--- src/rtl/kdf_pkg.sv ---
// Shared constants and state encoding for the KDF SHA-256 block sequencer.
package kdf_pkg;

  localparam int BLOCK_WORDS            = 16;
  localparam int DIGEST_WORDS           = 8;
  localparam int WORD_W                 = 32;
  localparam int DEFAULT_TIMEOUT_CYCLES = 100;

  typedef enum logic [2:0] {
    ST_IDLE,
    ST_LOAD,
    ST_START,
    ST_FEED,
    ST_WAIT,
    ST_READ,
    ST_DONE,
    ST_DRAIN
  } seq_state_e;

endpackage

--- src/rtl/sha_block_buf.sv ---
// 16x32 message block buffer: one synchronous write port, one asynchronous read port.
module sha_block_buf
  import kdf_pkg::*;
(
  input  logic                           clk,
  input  logic                           i_we,
  input  logic [$clog2(BLOCK_WORDS)-1:0] i_waddr,
  input  logic [WORD_W-1:0]              i_wdata,
  input  logic [$clog2(BLOCK_WORDS)-1:0] i_raddr,
  output logic [WORD_W-1:0]              o_rdata
);

  logic [WORD_W-1:0] r_mem [BLOCK_WORDS];

  // NOTE: no reset on the storage array; every entry is rewritten before it is
  // fed, and a reset in the middle of a block must leave the contents alone.
  always_ff @(posedge clk) begin
    if (i_we) r_mem[i_waddr] <= i_wdata;
  end

  assign o_rdata = r_mem[i_raddr];

endmodule

--- src/rtl/sha256_block_sequencer.sv ---
// Buffers one 512-bit block, runs the SHA-256 core's soc/feed/eoc/rd handshake
// and hands the 256-bit digest downstream over valid/ready.
module sha256_block_sequencer
  import kdf_pkg::*;
#(
  parameter int TIMEOUT_CYCLES = DEFAULT_TIMEOUT_CYCLES
) (
  input  logic         clk,
  input  logic         rst,
  input  logic         in_valid,
  output logic         in_ready,
  input  logic [31:0]  in_data,
  input  logic         in_last,
  output logic         dig_valid,
  input  logic         dig_ready,
  output logic [255:0] dig_data,
  output logic         busy,
  output logic         err,
  output logic         sha_soc,
  output logic [31:0]  sha_data_o,
  output logic         sha_data_oe,
  input  logic [31:0]  sha_data_i,
  output logic         sha_rd,
  input  logic         sha_eoc
);

  localparam int                TCNT_W     = (TIMEOUT_CYCLES > 1) ? $clog2(TIMEOUT_CYCLES) : 1;
  localparam logic [TCNT_W-1:0] TCNT_LAST  = TCNT_W'(TIMEOUT_CYCLES - 1);
  localparam logic [3:0]        WCNT_LAST  = 4'(BLOCK_WORDS - 1);
  localparam logic [2:0]        RCNT_LAST  = 3'(DIGEST_WORDS - 1);

  seq_state_e         r_state, w_state_nxt;
  logic [3:0]         r_wcnt, w_wcnt_nxt;
  logic [3:0]         r_fcnt, w_fcnt_nxt;
  logic [2:0]         r_rcnt, w_rcnt_nxt;
  logic [TCNT_W-1:0]  r_tcnt, w_tcnt_nxt;
  logic               w_err_nxt;
  logic               w_buf_we;
  logic               w_in_fire;
  logic [WORD_W-1:0]  w_buf_rdata;
  logic [7:0]         w_dig_lsb;

  logic               r_err, r_busy, r_sha_soc, r_sha_data_oe, r_sha_rd, r_dig_valid;
  logic [31:0]        r_sha_data_o;
  logic [255:0]       r_dig_data;

  // The read address is the FEED index of the coming cycle so the bus word
  // can be registered one edge ahead.
  sha_block_buf u_buf (
    .clk     (clk),
    .i_we    (w_buf_we),
    .i_waddr (r_wcnt),
    .i_wdata (in_data),
    .i_raddr (w_fcnt_nxt),
    .o_rdata (w_buf_rdata)
  );

  assign in_ready  = !rst && (r_state == ST_IDLE || r_state == ST_LOAD || r_state == ST_DRAIN);
  assign w_in_fire = in_valid && in_ready;
  // Digest word 0 (H0) lands in the top slice, word 7 in the bottom one.
  assign w_dig_lsb = {~r_rcnt, 5'b0};

  always_comb begin
    // NOTE: every signal gets its default first so no path through the case
    // can leave one unassigned and infer a latch.
    w_state_nxt = r_state;
    w_wcnt_nxt  = r_wcnt;
    w_fcnt_nxt  = r_fcnt;
    w_rcnt_nxt  = r_rcnt;
    w_tcnt_nxt  = r_tcnt;
    w_err_nxt   = 1'b0;
    w_buf_we    = 1'b0;
    case (r_state)
      ST_IDLE, ST_LOAD: begin
        if (w_in_fire) begin
          w_buf_we = 1'b1;
          if (r_wcnt == WCNT_LAST) begin
            w_state_nxt = in_last ? ST_START : ST_DRAIN;
            w_wcnt_nxt  = '0;
          end else if (in_last) begin
            w_state_nxt = ST_IDLE;
            w_err_nxt   = 1'b1;
            w_wcnt_nxt  = '0;
          end else begin
            w_state_nxt = ST_LOAD;
            w_wcnt_nxt  = r_wcnt + 4'd1;
          end
        end
      end
      ST_DRAIN: begin
        if (w_in_fire && in_last) begin
          w_state_nxt = ST_IDLE;
          w_err_nxt   = 1'b1;
        end
      end
      ST_START: begin
        w_state_nxt = ST_FEED;
        w_fcnt_nxt  = '0;
      end
      ST_FEED: begin
        if (r_fcnt == WCNT_LAST) begin
          w_state_nxt = ST_WAIT;
          w_fcnt_nxt  = '0;
          w_tcnt_nxt  = '0;
        end else begin
          w_fcnt_nxt  = r_fcnt + 4'd1;
        end
      end
      ST_WAIT: begin
        if (sha_eoc) begin
          w_state_nxt = ST_READ;
          w_tcnt_nxt  = '0;
          w_rcnt_nxt  = '0;
        end else if (r_tcnt == TCNT_LAST) begin
          w_state_nxt = ST_IDLE;
          w_err_nxt   = 1'b1;
          w_tcnt_nxt  = '0;
        end else begin
          w_tcnt_nxt  = r_tcnt + 1'b1;
        end
      end
      ST_READ: begin
        if (r_rcnt == RCNT_LAST) begin
          w_state_nxt = ST_DONE;
          w_rcnt_nxt  = '0;
        end else begin
          w_rcnt_nxt  = r_rcnt + 3'd1;
        end
      end
      ST_DONE: begin
        if (dig_ready) w_state_nxt = ST_IDLE;
      end
      default: w_state_nxt = ST_IDLE;
    endcase
  end

  // Outputs are registered from the next state so they line up with it.
  always_ff @(posedge clk) begin
    if (rst) begin
      r_state       <= ST_IDLE;
      r_wcnt        <= '0;
      r_fcnt        <= '0;
      r_rcnt        <= '0;
      r_tcnt        <= '0;
      r_err         <= 1'b0;
      r_busy        <= 1'b0;
      r_sha_soc     <= 1'b0;
      r_sha_data_oe <= 1'b0;
      r_sha_data_o  <= '0;
      r_sha_rd      <= 1'b0;
      r_dig_valid   <= 1'b0;
      r_dig_data    <= '0;
    end else begin
      // NOTE: non-blocking assignments so every register samples pre-edge values.
      r_state       <= w_state_nxt;
      r_wcnt        <= w_wcnt_nxt;
      r_fcnt        <= w_fcnt_nxt;
      r_rcnt        <= w_rcnt_nxt;
      r_tcnt        <= w_tcnt_nxt;
      r_err         <= w_err_nxt;
      r_busy        <= (w_state_nxt != ST_IDLE);
      r_sha_soc     <= (w_state_nxt == ST_START);
      r_sha_data_oe <= (w_state_nxt == ST_FEED);
      r_sha_data_o  <= (w_state_nxt == ST_FEED) ? w_buf_rdata : '0;
      r_sha_rd      <= (w_state_nxt == ST_READ);
      r_dig_valid   <= (w_state_nxt == ST_DONE);
      if (r_state == ST_READ) r_dig_data[w_dig_lsb +: WORD_W] <= sha_data_i;
    end
  end

  assign err         = r_err;
  assign busy        = r_busy;
  assign sha_soc     = r_sha_soc;
  assign sha_data_oe = r_sha_data_oe;
  assign sha_data_o  = r_sha_data_o;
  assign sha_rd      = r_sha_rd;
  assign dig_valid   = r_dig_valid;
  assign dig_data    = r_dig_data;

endmodule
--- config.mk ---
export PLATFORM = sky130hd
export DESIGN_NAME = sha256_block_sequencer
export DESIGN_NICKNAME = d
export VERILOG_FILES = /design/src/rtl/kdf_pkg.sv /design/src/rtl/sha_block_buf.sv /design/src/rtl/sha256_block_sequencer.sv
export SDC_FILE = /design/constraint.sdc
export NUM_CORES = 1
export LEC_CHECK = 0
export CAP_MARGIN = 10
export CORE_AREA = 2 2 232 234
export CTS_CLUSTER_DIAMETER = 40
export DETAILED_ROUTE_END_ITERATION = 8
export DIE_AREA = 0 0 234 236
export PLACE_DENSITY = 0.84
export SETUP_SLACK_MARGIN = 0.4
export SLEW_MARGIN = 20
export SYNTH_ARGS = -nofsm -noshare
export SYNTH_HDL_FRONTEND = slang
export SYNTH_SLANG_ARGS = --single-unit
--- constraint.sdc ---
create_clock -name clk -period 4.6 [get_ports clk]
set_input_delay 1.38 -clock clk [delete_from_list [all_inputs] [get_ports clk]]
set_output_delay 1.38 -clock clk [all_outputs]
set_load 0.005 [all_outputs]
# ---- After elaboration in Yosys (flattened, before gate mapping)
# Memories as Yosys holds them, arrays and structs flattened. A register that Yosys moved wholly into a read port is not among the register bits.
# Index checks and enable logic that the tools add are counted.
dict set report op_classes {
  addsub 5
  n_eq_ne 17
  n_shift 2
  n_mux 34
  bitwise 2
  n_reduce_logical 15
}
# cell count
set ops {}
lappend ops {{bitwise mux 256 bit} 1}
lappend ops {{variable shift 32 x 10 -> 256 bit (first input constant)} 1}
lappend ops {{indexed part select 32 x 10 -> 256 bit} 1}
lappend ops {{two-way mux 3 bit} 11}
lappend ops {{== test 3 bit (second input constant)} 7}
lappend ops {{two-way mux 7 bit} 3}
lappend ops {{one-hot mux 3 bit (7 select lines)} 1}
lappend ops {{one-hot mux 7 bit (2 select lines)} 1}
lappend ops {{== test 3 x 2 -> 1 bit (second input constant)} 4}
lappend ops {{two-way mux 4 bit} 3}
lappend ops {{two-way mux 1 bit} 11}
lappend ops {{negation 8 -> 10 bit} 1}
lappend ops {{adder 4 x 1 -> 4 bit (second input constant)} 2}
lappend ops {{== test 4 bit (second input constant)} 2}
lappend ops {{one-hot mux 4 bit (2 select lines)} 1}
lappend ops {{adder 7 x 1 -> 7 bit (second input constant)} 1}
lappend ops {{== test 7 bit (second input constant)} 1}
lappend ops {{one-hot mux 3 bit (2 select lines)} 1}
lappend ops {{AND reduction 2 bit} 3}
lappend ops {{!= test 2 bit (second input constant)} 2}
lappend ops {{nonzero test 2 bit} 2}
lappend ops {{OR reduction 2 bit} 2}
lappend ops {{adder 3 x 1 -> 3 bit (second input constant)} 1}
lappend ops {{== test 3 x 1 -> 1 bit (second input constant)} 1}
lappend ops {{other kinds (8)} 11}
dict set report word_totals {
  register_bits 283
  ramBits 512
  inputBits 70
  output_inout_bits 295
  elab_cells 88
  n_memories 1
}
# name depth width rd rd_ports_with_merged_regs write_ports line
set mem_list {}
lappend mem_list {u_buf.r_mem 16 32 1 1 1 sha_block_buf.sv:13} ;# logic [WORD_W-1:0] r_mem [BLOCK_WORDS];

# ---- Depth between registers and ports, before layout
dict set report depth {
  word_depth 11
  ltp_mapped 11
  mapped_depth_nobuf 8
}

# ---- By module
# Synthesis repeated with hierarchy kept, for this count alone.
dict set report unflattened {
  hier_cells 2258
  hier_area_um2 30925.9
}
# module n_inst cells_per_inst area_per_inst_um2 seq_area_each_um2
set modules_own_cells {}
lappend modules_own_cells {sha_block_buf 1 806 19194.7 15374.7}
lappend modules_own_cells {sha256_block_sequencer 1 1452 11731.3 6306.0}

# ---- Least setup slack after synthesis
# OpenSTA, ideal clock, no wires.
dict set report synth_timing {
  path_type {input-to-output}
  start {input rst}
  end {output in_ready}
  t_arrival_ns 2.218
  required_ns 3.220
  slack_ns 1.002
  stages 4
  cell_sequence {buf_2 clkbuf_1 clkbuf_1 nor2_1}
}
dict set report synth_between {
  elab_chain_len 2
}
# item line
set synth_lines {}
lappend synth_lines {{start: declaration} sha256_block_sequencer.sv:9} ;# input logic rst,
lappend synth_lines {{logical NOT 1 bit} sha256_block_sequencer.sv:58} ;# assign in_ready = !rst && (r_state == ST_IDLE || r_state == ST_LOAD || r_state == ST_DRAIN);
lappend synth_lines {{logical AND 1 bit} sha256_block_sequencer.sv:58}
lappend synth_lines {{end: declaration} sha256_block_sequencer.sv:11} ;# output logic in_ready,
# No other way between the ends.

# ---- Worst setup path in the final report
# Same ends and word-level chain as after synthesis.

==> results.txt <==
- The run finished with clean final reports.
- Area of the core: 53100 µm²
- For this design the static power due to leakage is 0.0132 µW.
* Post-detailed-route via-to-cell ratio: 6.42
* Maximum number of pins on one net before global-route repair: 96
* Hold-fix buffers at CTS: 0
- Overall die area: 55200 µm²
* Count of different cell masters after synthesis: 66
- Post-detailed-placement cell area: 35600 µm²
- Buffers from clock root to sink, at most: 3
- At the pin with the least slew margin, the transition time is 1.16 ns.
- During placement, the flow inserted port buffers numbering 364.
* Worst hold path class: reg2reg
* Global-route congestion overflow total: 0
* Unrepaired setup endpoints after global routing: false
* Total number of H-tree levels: 3
- GRT Util Overall: 33.5%
- Largest driver fanout on the critical path: 25
- The biggest area contributor in the post-synthesis netlist is edfxtp_1.
- Fraction of synthesis flops using an asynchronous set or reset pin: 0%
- Summed over its instances, the top area cell type makes up 48.9% of the synthesized netlist area.
* Endpoints failing setup: 0
- Routed WL: 93.8 mm
- Flip-flop cell with the highest count after synthesis: edfxtp_1
- Number of clock sinks seen by CTS: 827
- In this run the power density over the cells is 414 nW/µm².
* Setup crit end kind: output pin
* Via count of the first global-routing pass: 22600
* Vias after detailed routing: 23800
- The floorplan has 85 rows.
- Counting every instance in the synthesized netlist gives 2594.
- Cell area after synthesis: 31500 µm²
* Register clock-pin slew on the reported worst setup and hold paths: 0.05 ns
- Syn_nets: 2672
* Arr. time, crit path: 2.60 ns
- Horizontal die dimension: 234 µm
- At the end of routability-driven placement, the weighted congestion stood at 0.960.
- Worst-Skew Late Latency: 0.66 ns
* Signed area change from the synthesized netlist to the final layout: 24.3%
- Remaining design rule violation count: 0
* Post-CTS Repair Setup Buffers: 0
- Counting flops with a built-in enable in the synthesized netlist gives 512.
- Total count of hold-check failures in the final report: 0
- Share of final-layout standard cells stronger than drive strength 1: 11.0%
* Setup Crit Path Kind: in2out
* Antenna violations before repair: 4
- Final net count: 3000
- Number of buffers created by CTS: 99
- Highest-count cells in the layout ignoring fill and taps: nand2_1, edfxtp_1, clkdlybuf4s50_1
- Counting I/O delays and the setup requirement, the final critical path takes 3.98 ns.
- Most frequent standard cell in the layout excluding fill and tap cells: nand2_1
- Max Clock Skew: 0.0325 ns
- Root buf cell: clkbuf_16
- Wire length of the first global-routing pass: 139 mm
* Max-Cap Viols: 0
- Register bit count reported by yosys: 827
- Setup Total Neg Slack: 0 ns
* Worst endpoint required time: 3.22 ns
- The initial utilization of the core area, before any placement, comes to 59.3%.
- Clock tree from TritonCTS: built
* Final instance area: 39100 µm²
- During I/O placement, the number of pins put on the boundary was 365.
* Mean post-synth cell area: 12.1 µm²
- Starting DRC count in detailed routing: 3446
* Max VDD drop: 0.378 mV
- Before antenna repair, the detailed router went through 6 iterations.
- The worst setup path is launched from a primary input.
- Top cells by area, synth: edfxtp_1, dfxtp_1, nand2_1, a21oi_1, mux4_2
- Post-DR wirelength/cell: 25.3 µm
- Total half-perimeter wirelength after legalization and detailed placement: 56.5 mm
- Tightest slew margin relative to the limit: 22.2%
- Number of gates given a new drive strength after cts: 0
* Ratio of final minimum period to clock period: 86.6%
* Total power draw: 16200 µW
- Warnings from Yosys: 0
* Fmax achieved: 251 MHz
* Height of the chip: 236 µm
- Number of filler cells placed in the layout: 3068
- The count of final max-slew check failures is 0.
- The detail route stage leaves a number of antenna-violating nets equal to 0.
- Post-synthesis sequential area ratio: 68.9%
-- power by group --
group,internal [µW],switching [µW]
sequential,7880,6.10
clock,4660,3320
combinational,82.2,243
total,12600,3570
-- sequential cells by signal, indices dropped and copies added (netlist names), 3 cells and up --
register,count
u_buf.r_mem,512
r_rcnt,3
r_fcnt,4
r_wcnt,4
r_state,3
r_tcnt,7
sha_data_o,32
dig_data,256
-- worst max-delay path, cell delays in order --
cell	delay (ns)
clkbuf_8	0.18
nor2_1	0.31
clkdlybuf4s50_1	0.71
-- final cells by class --
| type | instances | area, µm² | area share [%] |
|---|---|---|---|
| clock buffer | 116 | 2680 | 6.85 |
| sequential | 827 | 21700 | 55.5 |
| tap | 696 | 871 | 2.23 |
| timing repair buffer | 416 | 4150 | 10.6 |
| multi-input combinational | 1539 | 8830 | 22.6 |
| inverter | 39 | 146 | 0.374 |
| antenna | 1 | 2.50 | 0.00640 |
| clock inverter | 70 | 743 | 1.90 |
-- path summary, 6_finish.rpt --
kind	startpoint	cells after the start	slack, ns	endpoint
max	rst	3	0.62	in_ready
min	dig_data[202]	2	0.45	dig_data[202]
max reg2reg	r_fcnt[0]	8	0.67	sha_data_o[26]
min reg2reg	dig_data[202]	2	0.45	dig_data[202]
-- cell usage after synthesis, types with 2 or more instances --
| library cell | number |
|---|---|
| a32oi_1 | 7 |
| nor2b_1 | 3 |
| buf_4 | 12 |
| a21o_1 | 3 |
| inv_1 | 39 |
| nor3_1 | 23 |
| xor2_1 | 4 |
| and2_1 | 8 |
| edfxtp_1 | 512 |
| nand4bb_1 | 2 |
| a22oi_1 | 5 |
| a211oi_1 | 61 |
| and3_1 | 16 |
| and3b_1 | 3 |
| dfxtp_1 | 315 |
| o22ai_1 | 32 |
| nor3_2 | 8 |
| or3b_1 | 2 |
| ha_1 | 8 |
| a21oi_1 | 273 |
| a41o_1 | 2 |
| nand3b_1 | 4 |
| nor4b_1 | 2 |
| nand2b_1 | 18 |
| mux2i_1 | 34 |
| o21ai_0 | 12 |
| nand4_1 | 8 |
| nor4_1 | 2 |
| a31oi_1 | 32 |
| nand2_1 | 516 |
| buf_1 | 3 |
| clkbuf_1 | 117 |
| o32ai_1 | 3 |
| buf_6 | 11 |
| a311oi_1 | 30 |
| or3_1 | 2 |
| nor2_1 | 228 |
| buf_2 | 45 |
| nand3_1 | 101 |
| and4_1 | 2 |
| mux4_2 | 56 |
| nor3b_1 | 5 |
| or2_2 | 2 |
-- metal layers --
| metal | track usage, % | routed length, µm |
|---|---|---|
| met1 | 45.5 | 33100 |
| met2 | 51.2 | 43700 |
| met3 | 7.94 | 12400 |
| met4 | 15.6 | 4630 |
| met5 | 0 | 23 |
-- cell families after synthesis --
group,synth area share (%)
compound gates,8.94
buf+inv,3.34
fa+ha+maj,0.318
flops,68.9
mux,5.09
simple gates,13.3
xor+xnor,0.139
-- through the flow --
stage,hold WS (ns),util [%],cells,setup WS (ns)
3_5_place_dp,0.444,67.2,3516,0.403
3_3_place_gp,0.437,67.2,3516,0.506
2_1_floorplan,0.448,-,2594,1.00
4_1_cts,0.452,73.6,3702,0.652
5_1_grt,0.469,73.7,3704,0.597
6_report,0.451,73.7,3704,0.615
(Power assumes the default switching activity.)
